[src/rtl/run_ctrl.sv]
// run_ctrl: PC register and run/step/stop sequencer for the single-cycle Y86 core.
// Define RUN_CTRL_BP_EN to build the NUM_BP PC breakpoint comparators and the resume-skip flag.
module run_ctrl #(
   parameter int unsigned     PC_W     = 64,
   parameter logic [PC_W-1:0] RESET_PC = '0,
   parameter int unsigned     NUM_BP   = 4,
   parameter int unsigned     CYC_W    = 32,
   localparam int unsigned    BP_IDX_W = (NUM_BP > 1) ? $clog2(NUM_BP) : 1
) (
   input  logic                clk_i,
   input  logic                rst_i,
   input  logic                start_i,
   input  logic                step_i,
   input  logic                stop_i,
   input  logic [PC_W-1:0]     nw_pc_i,
   input  logic [2:0]          stat_i,
   input  logic                bp_wr_i,
   input  logic [BP_IDX_W-1:0] bp_idx_i,
   input  logic                bp_en_i,
   input  logic [PC_W-1:0]     bp_addr_i,
   input  logic [CYC_W-1:0]    cyc_limit_i,
   output logic [PC_W-1:0]     pc_o,
   output logic                commit_o,
   output logic [1:0]          state_o,
   output logic [2:0]          halt_cause_o,
   output logic [CYC_W-1:0]    cycle_cnt_o,
   output logic [CYC_W-1:0]    instr_cnt_o
);

   typedef enum logic [1:0] {
      S_IDLE = 2'b00,
      S_RUN  = 2'b01,
      S_STEP = 2'b10,
      S_HALT = 2'b11
   } state_e;

   state_e           state_q;
   logic [PC_W-1:0]  pc_q;
   logic [2:0]       cause_q;
   logic [CYC_W-1:0] cyc_q;
   logic [CYC_W-1:0] ins_q;

   logic             active_d;
   logic             bp_hit_d;
   logic             hit_d;
   logic [2:0]       hit_cause_d;
   logic [CYC_W-1:0] cyc_inc_d;
   logic [CYC_W-1:0] ins_inc_d;

`ifdef RUN_CTRL_BP_EN
   logic [NUM_BP-1:0] bp_en_q;
   logic [PC_W-1:0]   bp_addr_q [NUM_BP];
   logic              skip_q;

   always_comb begin
      bp_hit_d = 1'b0;
      for (int unsigned i = 0; i < NUM_BP; i++) begin
         if (bp_en_q[i] && (bp_addr_q[i] == pc_q)) begin
            bp_hit_d = 1'b1;
         end
      end
      bp_hit_d = bp_hit_d && !skip_q;
   end

   // Skip lets a resumed run step off the breakpoint it halted on.
   always_ff @(posedge clk_i) begin
      if (rst_i) begin
         bp_en_q <= '0;
         skip_q  <= 1'b0;
         for (int unsigned i = 0; i < NUM_BP; i++) begin
            bp_addr_q[i] <= '0;
         end
      end else begin
         for (int unsigned i = 0; i < NUM_BP; i++) begin
            if (bp_wr_i && (32'(bp_idx_i) == i)) begin
               bp_en_q[i]   <= bp_en_i;
               bp_addr_q[i] <= bp_addr_i;
            end
         end
         if ((state_q == S_HALT) && (start_i || step_i)) begin
            skip_q <= 1'b1;
         end else if (commit_o) begin
            skip_q <= 1'b0;
         end
      end
   end
`else
   logic unused_bp;
   assign unused_bp = ^{bp_wr_i, bp_idx_i, bp_en_i, bp_addr_i};
   assign bp_hit_d  = 1'b0;
`endif

   always_comb begin
      active_d = (state_q == S_RUN) || (state_q == S_STEP);
      case (stat_i)
         3'd1:    hit_cause_d = 3'd0;
         3'd2:    hit_cause_d = 3'd1;
         3'd3:    hit_cause_d = 3'd2;
         3'd4:    hit_cause_d = 3'd3;
         default: hit_cause_d = 3'd7;
      endcase
      if (hit_cause_d == 3'd0) begin
         if (bp_hit_d) begin
            hit_cause_d = 3'd4;
         end else if ((cyc_limit_i != '0) && (cyc_q == cyc_limit_i)) begin
            hit_cause_d = 3'd5;
         end else if (stop_i) begin
            hit_cause_d = 3'd6;
         end
      end
      hit_d     = active_d && (hit_cause_d != 3'd0);
      cyc_inc_d = (&cyc_q) ? cyc_q : cyc_q + CYC_W'(1);
      ins_inc_d = (&ins_q) ? ins_q : ins_q + CYC_W'(1);
   end

   assign commit_o = active_d && !hit_d && !rst_i;

   always_ff @(posedge clk_i) begin
      if (rst_i) begin
         state_q <= S_IDLE;
         pc_q    <= RESET_PC;
         cause_q <= '0;
         cyc_q   <= '0;
         ins_q   <= '0;
      end else begin
         case (state_q)
            S_IDLE: begin
               if (start_i || step_i) begin
                  state_q <= start_i ? S_RUN : S_STEP;
                  cyc_q   <= '0;
                  ins_q   <= '0;
               end
            end
            S_HALT: begin
               if (start_i || step_i) begin
                  state_q <= start_i ? S_RUN : S_STEP;
                  cause_q <= '0;
               end
            end
            default: begin
               cyc_q <= cyc_inc_d;
               if (hit_d) begin
                  state_q <= S_HALT;
                  cause_q <= hit_cause_d;
               end else begin
                  pc_q  <= nw_pc_i;
                  ins_q <= ins_inc_d;
                  if (state_q == S_STEP) begin
                     state_q <= S_HALT;
                     cause_q <= '0;
                  end
               end
            end
         endcase
      end
   end

   assign pc_o         = pc_q;
   assign state_o      = state_q;
   assign halt_cause_o = cause_q;
   assign cycle_cnt_o  = cyc_q;
   assign instr_cnt_o  = ins_q;

endmodule

[config.mk]
export PLATFORM = sky130hd
export DESIGN_NAME = run_ctrl
export DESIGN_NICKNAME = d
export VERILOG_FILES = /design/src/rtl/run_ctrl.sv
export SDC_FILE = /design/constraint.sdc
export NUM_CORES = 1
export LEC_CHECK = 0
export CORE_ASPECT_RATIO = 0.6
export CORE_UTILIZATION = 37
export CTS_BUF_LIST = sky130_fd_sc_hd__clkbuf_16
export DETAILED_ROUTE_END_ITERATION = 16
export GPL_TIMING_DRIVEN = 0
export PLACE_DENSITY_LB_ADDON = 0.1
export SKIP_CTS_REPAIR_TIMING = 1
export SLEW_MARGIN = 10
export SYNTH_ARGS = -nofsm -noshare
export SYNTH_HDL_FRONTEND = slang
export SYNTH_SLANG_ARGS = --single-unit
[constraint.sdc]
create_clock -name clk_i -period 2.5 [get_ports clk_i]
set_clock_uncertainty 0.2 [all_clocks]
set_input_delay 0.25 -clock clk_i [delete_from_list [all_inputs] [get_ports clk_i]]
set_output_delay 0.25 -clock clk_i [all_outputs]
set_load 0.05 [all_outputs]
==> run_results.csv, run 1 <==
group,metric,value,unit
logic_synthesis,synth_cell_types,58,
floorplan,die_x,169,um
sta,grt_setup_unrepaired,"true",
detailed_routing,drc,0,
sta,timing.final.crit_share,104,%
cells_and_area,nFillCells,1449,
clock_network,clockRootBuffer,"clkbuf_16",
clock_network,clock_path_buffers,2,
sta,whs,0.173,ns
power,leakagePower,0.00358,uW
critical_path,slowest_stage,"clkdlybuf4s50_1",
critical_path,r2r_end,"instr_cnt_o[14]",
critical_path,critPathMaxFanout,6,
floorplan,fp-row-count,36,
critical_path,crit_top_cell,"nand3_4",
sta,fin_ws,-0.101,ns
grt,grt_usage,22.9,%
logic_synthesis,synth_seq_cells,133,
clock_network,clock-sinks,133,
cells_and_area,n_antenna_cell,0,
sta,fmax,384,MHz
place,portBuffers,237,
cells_and_area,final_core_util,62.8,%
sta,tns,-0.101,ns
worst_hold_path,min-delay-start,"nw_pc_i[49]",
cells_and_area,nNetsFinal,1217,
grt,grt_max_degree,17,
logic_synthesis,synth_warnings,0,
worst_hold_path,hp-class,"primary input to flop",
floorplan,core,16300,um^2
cells_and_area,area_delta_synth_final,65.1,%
worst_hold_path,hold_end,"pc_o[49]",
logic_synthesis,yosysTopAreaCell,"dfxtp_1",
cells_and_area,stdcell_count,1281,
critical_path,criticalPathCategory,"primary input to output pin",
cells_and_area,drive_gt1_share,18.5,%
place,place_congestion,0.833,
clock_network,insertion_delay,0.42,ns
critical_path,path_cells,"clkdlybuf4s50_1, xnor2_2, nand4_1, nor4_4, buf_4, nand3_4, nand3_4, buf_8, nor2_2, buf_6",
critical_path,cp-start-kind,"primary input",
sta,slew_headroom,59.9,%
power,powerDensity,607,nW/um^2
power,ir_drop,0.000339,V
logic_synthesis,syn_area,6200,um^2
grt,grt_pass1_vias,5737,
outcome,outcome,"finished with violations",
critical_path,crit_family,"buffers and inverters",
critical_path,crit_path_end_kind,"output pin",
clock_network,clk_pin_slew,0.06,ns
sta,worst_slew_pin_slew,0.597,ns
place,dpl.hpwl,15400,um
clock_network,ctsHtreeMaxLevel,4,
critical_path,max_stage_delay,0.57,ns
detailed_routing,routedWlPerCell,16.5,um
sta,slew_viol_final,0,
floorplan,ios,306,
cells_and_area,multi_input_area,3660,um^2
critical_path,worstReg2RegStart,"state_o[0]",
sta,fin_crit,2.60,ns
detailed_routing,viasPerCell,5.22,
logic_synthesis,synth_edf_count,0,
floorplan,start_util,38.0,%
outcome,failed_checks,"setup timing",
logic_synthesis,synth_area_leaders,"dfxtp_1 43%, nand2_1 10%, a21oi_1 6.5%",
critical_path,critical_path_buf_inv_count,4,
critical_path,cp.required,2.05,ns
cells_and_area,layout_common_cells,"224 x clkdlybuf4s50_1, 167 x nand2_1, 83 x dfxtp_1",
detailed_routing,drt_first_iter_violations,403,
detailed_routing,dr.pass1.iters,5,
logic_synthesis,synthFlopType,"dfxtp_1",
logic_synthesis,syn_avg_cell_area,8.13,um^2
critical_path,crit_arrival,2.15,ns
floorplan,die_height,102,um
clock_network,cts_made_buffers,17,
detailed_routing,vias,6685,
detailed_routing,drt-total-wl,21100,um
cells_and_area,layout_commonest_cell,"clkdlybuf4s50_1",
cells_and_area,final-seq-area,2770,um^2
sta,hold_viol_final,0,
worst_hold_path,whs_path_depth,3,
critical_path,rrSetupSlack,0.01,ns
detailed_routing,postRouteAntennaNets,0,
job,drv_cap,0,
critical_path,worst_r2r_path_depth,10,
grt,antenna_found_initial,0,
critical_path,crit_cells,10,
grt,grt_pass1_wl,30800,um
logic_synthesis,seq_area_frac_synth,42.9,%
sta,setup_viol_count_final,1,
logic_synthesis,yosys.area.top_type_share,42.9,%
logic_synthesis,async_flop_share,0,%
clock_network,cts_tree,"built",
place,place_inst,1228,
grt,overflow,0,
floorplan,die_area,17300,um^2
place,place_ws,-1.43,ns
logic_synthesis,synth_cells,763,
logic_synthesis,synth_nets,940,
report_power, final:
group / internal [uW] / switching (uW)
Sequential: 2170 / 57.4
Clock: 1740 / 1010
Combinational: 499 / 744
layout make-up:
type / count / area share, %
repair buffers: 263 / 25.5
flip-flops and latches: 133 / 27.1
clock buffers: 18 / 4.40
clock inverters: 14 / 1.93
well taps: 228 / 2.79
plain buffers: 35 / 2.22
inverters: 11 / 0.403
multi-input cells: 579 / 35.7
worst max path at each step:
stage / endpoint / startpoint
5_1_grt: commit_o / cycle_cnt_o[16]
4_1_cts: commit_o / cycle_cnt_o[13]
6_report: commit_o / cyc_limit_i[16]
2_1_floorplan: instr_cnt_o[29] / state_o[0]
3_5_place_dp: commit_o / cyc_limit_i[25]
3_3_place_gp: commit_o / cyc_limit_i[23]
state kept, by name (all words and copies together) (netlist names):
register / count
instr_cnt_o: 32
state_o: 2
halt_cause_o: 3
pc_o: 64
cycle_cnt_o: 32
synth_stat cells (2+ instances only):
master / number
nand2_1: 169
dfxtp_1: 133
a21oi_1: 81
nor2_1: 41
xnor2_1: 36
nand4_1: 30
nand3_1: 29
clkbuf_1: 23
o211ai_1: 21
o31ai_1: 20
o21ai_0: 17
xor2_1: 17
nor3_1: 14
and4_1: 11
inv_1: 11
nor4_1: 10
and3_1: 9
buf_2: 8
o21a_1: 8
or3_1: 7
a31oi_1: 6
and2_1: 5
buf_1: 5
ha_1: 5
buf_4: 4
a21o_1: 3
o32ai_1: 3
or2_2: 3
a41oi_1: 2
mux2i_1: 2
nand2b_1: 2
nor4_2: 2
through the flow:
stage               instance area (um^2)  total power [uW]
finish                             10200              6220
global route                       10200              6420
CTS                                 9580              6130
detailed placement                  8930              3380
global placement                    8930              3380
floorplan                           6280              2910
cells by family (layout without fill, tap and decap cells):
kind of cell             Yosys count  in the layout  synth area share, %
AND/OR/NAND/NOR                  341            341                 26.4
buffers and inverters             52            341                 3.67
flip-flops                       133            133                 42.9
multiplexers                       3              3                0.504
XOR/XNOR                          53             53                 7.48
adder cells (fa/ha/maj)            5              5                 1.01
AO/OA/AOI/OAI                    176            177                 18.0
layer usage:
metal	track usage, %	part of all wire [%]	vias up
li1	-	-	3294
met1	33.8	49	3134
met2	32.2	42	235
met3	6.55	8.7	22
met4	5.96	0.99	0
met5	0	0	-
worst min-delay path: stages:
cell and delay [ns]:
clkdlybuf4s50_1 0.39, nand2_1 0.05, a21oi_1 0.05
(Power assumes the default switching activity.)
==> run 2, diff against run 1 <==
- CORE_UTILIZATION: 37 -> 35
==> run_results.csv, run 2 (same netlist as run 1, synthesis figures left out) <==
group,metric,value,unit
sta,timing.final.crit_share,104,%
critical_path,cp-start-kind,"primary input",
critical_path,slowest_stage,"clkdlybuf4s50_1",
grt,grt_pass1_wl,31500,um
critical_path,setup.worst_path.start,"cyc_limit_i[21]",
sta,fin_ws,-0.109,ns
cells_and_area,nFillCells,1582,
floorplan,core,17200,um^2
floorplan,die_height,105,um
place,place_inst,1234,
cells_and_area,n_antenna_cell,0,
sta,slew_headroom,58.1,%
cells_and_area,nNetsFinal,1224,
detailed_routing,viasPerCell,5.18,
cells_and_area,stdcell_count,1294,
grt,grt_usage,21.9,%
floorplan,ios,306,
grt,grt_pass1_vias,5823,
clock_network,clockRootBuffer,"clkbuf_16",
clock_network,ctsHtreeMaxLevel,4,
critical_path,crit_path_end_kind,"output pin",
clock_network,clock_path_buffers,2,
cells_and_area,largest_register_ffs,64,
clock_network,insertion_delay,0.41,ns
detailed_routing,postRouteAntennaNets,0,
floorplan,start_util,36.0,%
detailed_routing,routedWlPerCell,16.7,um
critical_path,path_cells,"clkdlybuf4s50_1, nor4_1, nand4_1, or2_4, nand3_4, nand3_4, buf_8, nor2_4, buf_8",
power,powerDensity,581,nW/um^2
sta,grt_setup_unrepaired,"true",
critical_path,worstReg2RegStart,"cycle_cnt_o[19]",
critical_path,cp.required,2.05,ns
sta,fmax,383,MHz
cells_and_area,multi_input_area,3700,um^2
job,drv_cap,0,
sta,hold_viol_final,0,
clock_network,cts_tree,"built",
clock_network,clk_pin_slew,0.06,ns
floorplan,die_area,18300,um^2
detailed_routing,drc,0,
critical_path,crit_family,"simple AND/OR/NAND/NOR gates",
critical_path,critical_path_buf_inv_count,3,
worst_hold_path,hp-class,"primary input to flop",
grt,overflow,0,
critical_path,critPathMaxFanout,6,
critical_path,criticalPathCategory,"primary input to output pin",
place,place_congestion,0.916,
worst_hold_path,min-delay-start,"nw_pc_i[40]",
cells_and_area,final-seq-area,2790,um^2
power,leakagePower,0.00363,uW
critical_path,crit_arrival,2.16,ns
critical_path,rrSetupSlack,0.07,ns
grt,antenna_found_initial,0,
detailed_routing,dr.pass1.iters,5,
detailed_routing,vias,6702,
cells_and_area,area_delta_synth_final,66.1,%
detailed_routing,drt-total-wl,21600,um
grt,grt_max_degree,17,
sta,setup_viol_count_final,1,
cells_and_area,final_core_util,59.8,%
sta,slew_viol_final,0,
clock_network,clock-sinks,133,
place,portBuffers,237,
cells_and_area,layout_commonest_cell,"clkdlybuf4s50_1",
place,place_ws,-1.42,ns
power,power,5980,uW
cells_and_area,layout_common_cells,"222 x clkdlybuf4s50_1, 167 x nand2_1, 83 x dfxtp_1",
power,ir_drop,0.000452,V
floorplan,die_x,174,um
outcome,outcome,"finished with violations",
place,dpl.hpwl,15500,um
floorplan,fp-row-count,37,
sta,worst_slew_pin_slew,0.629,ns
sta,fin_crit,2.61,ns
outcome,failed_checks,"setup timing",
cells_and_area,drive_gt1_share,19.8,%
critical_path,max_stage_delay,0.47,ns
clock_network,cts_made_buffers,17,
detailed_routing,drt_first_iter_violations,443,
[run 2: report_power, final]
group          leakage (uW)  internal, uW  switching [uW]
clock              0.000286          1540            1010
sequential          0.00111          2160            60.4
combinational       0.00224           484             734
total               0.00363          4180            1800
[run 2: final timing paths]
| path | to | cells past startpoint |
|---|---|---|
| setup / recovery | commit_o | 9 |
| hold / removal | pc_o[40] | 3 |
| setup reg to reg | pc_o[22] | 11 |
| hold reg to reg | pc_o[55] | 2 |
[run 2: layout make-up]
type / count / area share [%]
clock buffer: 18 / 4.37
sequential: 133 / 27.0
tap: 234 / 2.84
multi-input combinational: 579 / 35.9
inverter: 11 / 0.401
clock inverter: 14 / 1.44
buffer: 35 / 2.14
timing repair buffer: 270 / 25.9
[run 2: worst reg2reg max path, stage by stage (launching register included)]
cell and delay [ns]:
dfxtp_2 0.36, xnor2_2 0.18, nand4_1 0.17, nor4_4 0.29
buf_6 0.17, nand3_4 0.13, nand3_4 0.12, buf_4 0.14
clkbuf_4 0.20, buf_4 0.20, nand2_1 0.07, a21oi_1 0.14
[run 2: metrics by stage]
| step | instance area (um^2) | hold WS, ns | TNS (ns) |
|---|---|---|---|
| floorplan | 6280 | 0.186 | -0.00381 |
| global placement | 8940 | 0.242 | -94.58 |
| detailed placement | 8940 | 0.246 | -93.94 |
| CTS | 9540 | 0.164 | -69.04 |
| global route | 10300 | 0.173 | -0.992 |
| finish | 10300 | 0.178 | -0.109 |
[run 2: routing by layer]
metal  up-vias  part of all wire, %  GRT usage, %  wire length, um
li1       3289                    -             -                -
met1      3156                   49          32.4            10600
met2       235                   42          30.4             9080
met3        22                  7.5          6.73             1610
met4         0                  1.0          5.01              221
met5         -                    0             0                0
==> run 3, diff against run 2 <==
- DONT_BUFFER_PORTS: unset -> 1
==> run_results.csv, run 3 (same netlist as run 1, synthesis figures left out) <==
group,metric,value,unit
sta,setup_viol_count_final,67,
sta,hold_viol_final,1,
sta,whs,-0.00996,ns
cells_and_area,nNetsFinal,1058,
cells_and_area,layout_commonest_cell,"nand2_1",
cells_and_area,final_core_util,50.6,%
worst_hold_path,hp-class,"primary input to flop",
floorplan,die_height,105,um
floorplan,core,17200,um^2
critical_path,crit_path_end_kind,"flop",
outcome,outcome,"finished with violations",
detailed_routing,vias,6277,
power,ir_drop,0.000309,V
floorplan,start_util,36.0,%
power,p_clk_share,40.5,%
critical_path,cp-start-kind,"flop",
place,place_inst,997,
clock_network,cts_made_buffers,17,
floorplan,ios,306,
detailed_routing,drc,0,
power,p_seq_share,41.7,%
critical_path,criticalPathCategory,"flop to flop",
clock_network,clock_path_buffers,2,
power,p_int,3950,uW
job,drv_cap,0,
sta,grt_setup_unrepaired,"true",
grt,grt_max_degree,17,
power,combinationalPowerShare,17.7,%
sta,tns,-2.89,ns
cells_and_area,n_antenna_cell,0,
detailed_routing,postRouteAntennaNets,0,
critical_path,critPathMaxFanout,6,
clock_network,clk_pin_slew,0.06,ns
detailed_routing,drt-total-wl,21900,um
power,swShare,31.9,%
outcome,failed_checks,"hold timing, setup timing",
detailed_routing,dr.pass1.iters,6,
floorplan,die_x,174,um
grt,overflow,0,
place,portBuffers,0,
cells_and_area,drive_gt1_share,23.9,%
floorplan,die_area,18300,um^2
place,dpl.hpwl,15100,um
sta,timing.final.crit_share,106,%
power,powerDensity,665,nW/um^2
cells_and_area,largest_register_ffs,64,
grt,grt_pass1_wl,30200,um
detailed_routing,routedWlPerCell,19.4,um
cells_and_area,area_delta_synth_final,40.6,%
critical_path,crit_arrival,2.79,ns
cells_and_area,multi_input_area,3670,um^2
grt,antenna_found_initial,0,
power,leakagePower,0.00293,uW
floorplan,fp-row-count,37,
sta,fmax,378,MHz
critical_path,cp.required,2.64,ns
place,place_congestion,0.969,
cells_and_area,stdcell_count,1128,
clock_network,ctsHtreeMaxLevel,4,
cells_and_area,nFillCells,1612,
grt,grt_usage,21.3,%
clock_network,clock-sinks,133,
sta,slew_headroom,51.3,%
power,power,5800,uW
sta,worst_slew_pin_slew,0.729,ns
sta,fin_ws,-0.146,ns
sta,fin_crit,2.65,ns
clock_network,insertion_delay,0.42,ns
power,power_switching,1850,uW
sta,slew_viol_final,0,
clock_network,cts_tree,"built",
cells_and_area,final-seq-area,2840,um^2
detailed_routing,drt_first_iter_violations,460,
cells_and_area,layout_common_cells,"166 x nand2_1, 77 x a21oi_1, 74 x dfxtp_1",
detailed_routing,viasPerCell,5.56,
clock_network,clockRootBuffer,"clkbuf_16",
grt,grt_pass1_vias,5382,
-- run 3: changes by cell type in the layout (fill, tap and decap cells not counted), sizes merged --
cell / before / now
buf: 46 / 51
inv: 15 / 16
dlymetal6s2s: 14 / 0
clkinv: 5 / 6
clkbuf: 41 / 35
bufinv: 2 / 0
dlygate4sd3: 0 / 71
clkdlybuf4s50: 222 / 0
-- run 3: final timing paths --
path	startpoint	endpoint	slack (ns)	cells after the start
setup / recovery	instr_cnt_o[24]	instr_cnt_o[0]	-0.15	6
hold / removal	stat_i[0]	halt_cause_o[1]	-0.01	4
setup reg to reg	instr_cnt_o[24]	instr_cnt_o[0]	-0.15	6
hold reg to reg	instr_cnt_o[21]	instr_cnt_o[21]	0.38	1
-- run 3: area by class of cell --
class | count | area share (%)
plain buffers | 36 | 3.39
clock buffers | 18 | 5.16
clock inverters | 14 | 1.13
inverters | 11 | 0.473
multi-input cells | 579 | 42.1
flip-flops and latches | 133 | 32.6
well taps | 234 | 3.36
repair buffers | 103 | 11.9
-- run 3: metrics by stage --
step                      setup WS, ns  cell area (um^2)
after floorplan               -0.00381              6280
after detailed placement         -1.00              6570
after CTS                        -1.32              7120
after global placement          -0.919              6570
after global routing            -0.243              8720
final                           -0.146              8720
-- run 3: per-layer routing --
layer,up-vias,routed length [um],track usage (%)
met5,-,0,0
met1,3035,10100,29.4
met4,0,223,5.58
li1,2976,-,-
met2,249,9690,31.4
met3,17,1830,7.39
-- run 3: worst max-delay path: stages, from the launching register on --
cell and delay [ns]:
dfxtp_1 0.76, nand4_4 0.20, nor4_4 0.47, nand2_2 0.17
and3_4 0.24, or3b_1 0.38, a21oi_1 0.14
-- run 3: power groups by stage --
| stage | Clock, uW | Sequential [uW] | Combinational (uW) |
|---|---|---|---|
| floorplan | 0 | 2460 | 449 |
| global placement | 0 | 2490 | 621 |
| detailed placement | 0 | 2500 | 632 |
| CTS | 2400 | 2450 | 635 |
| global route | 2490 | 2430 | 1100 |
| finish | 2350 | 2420 | 1030 |
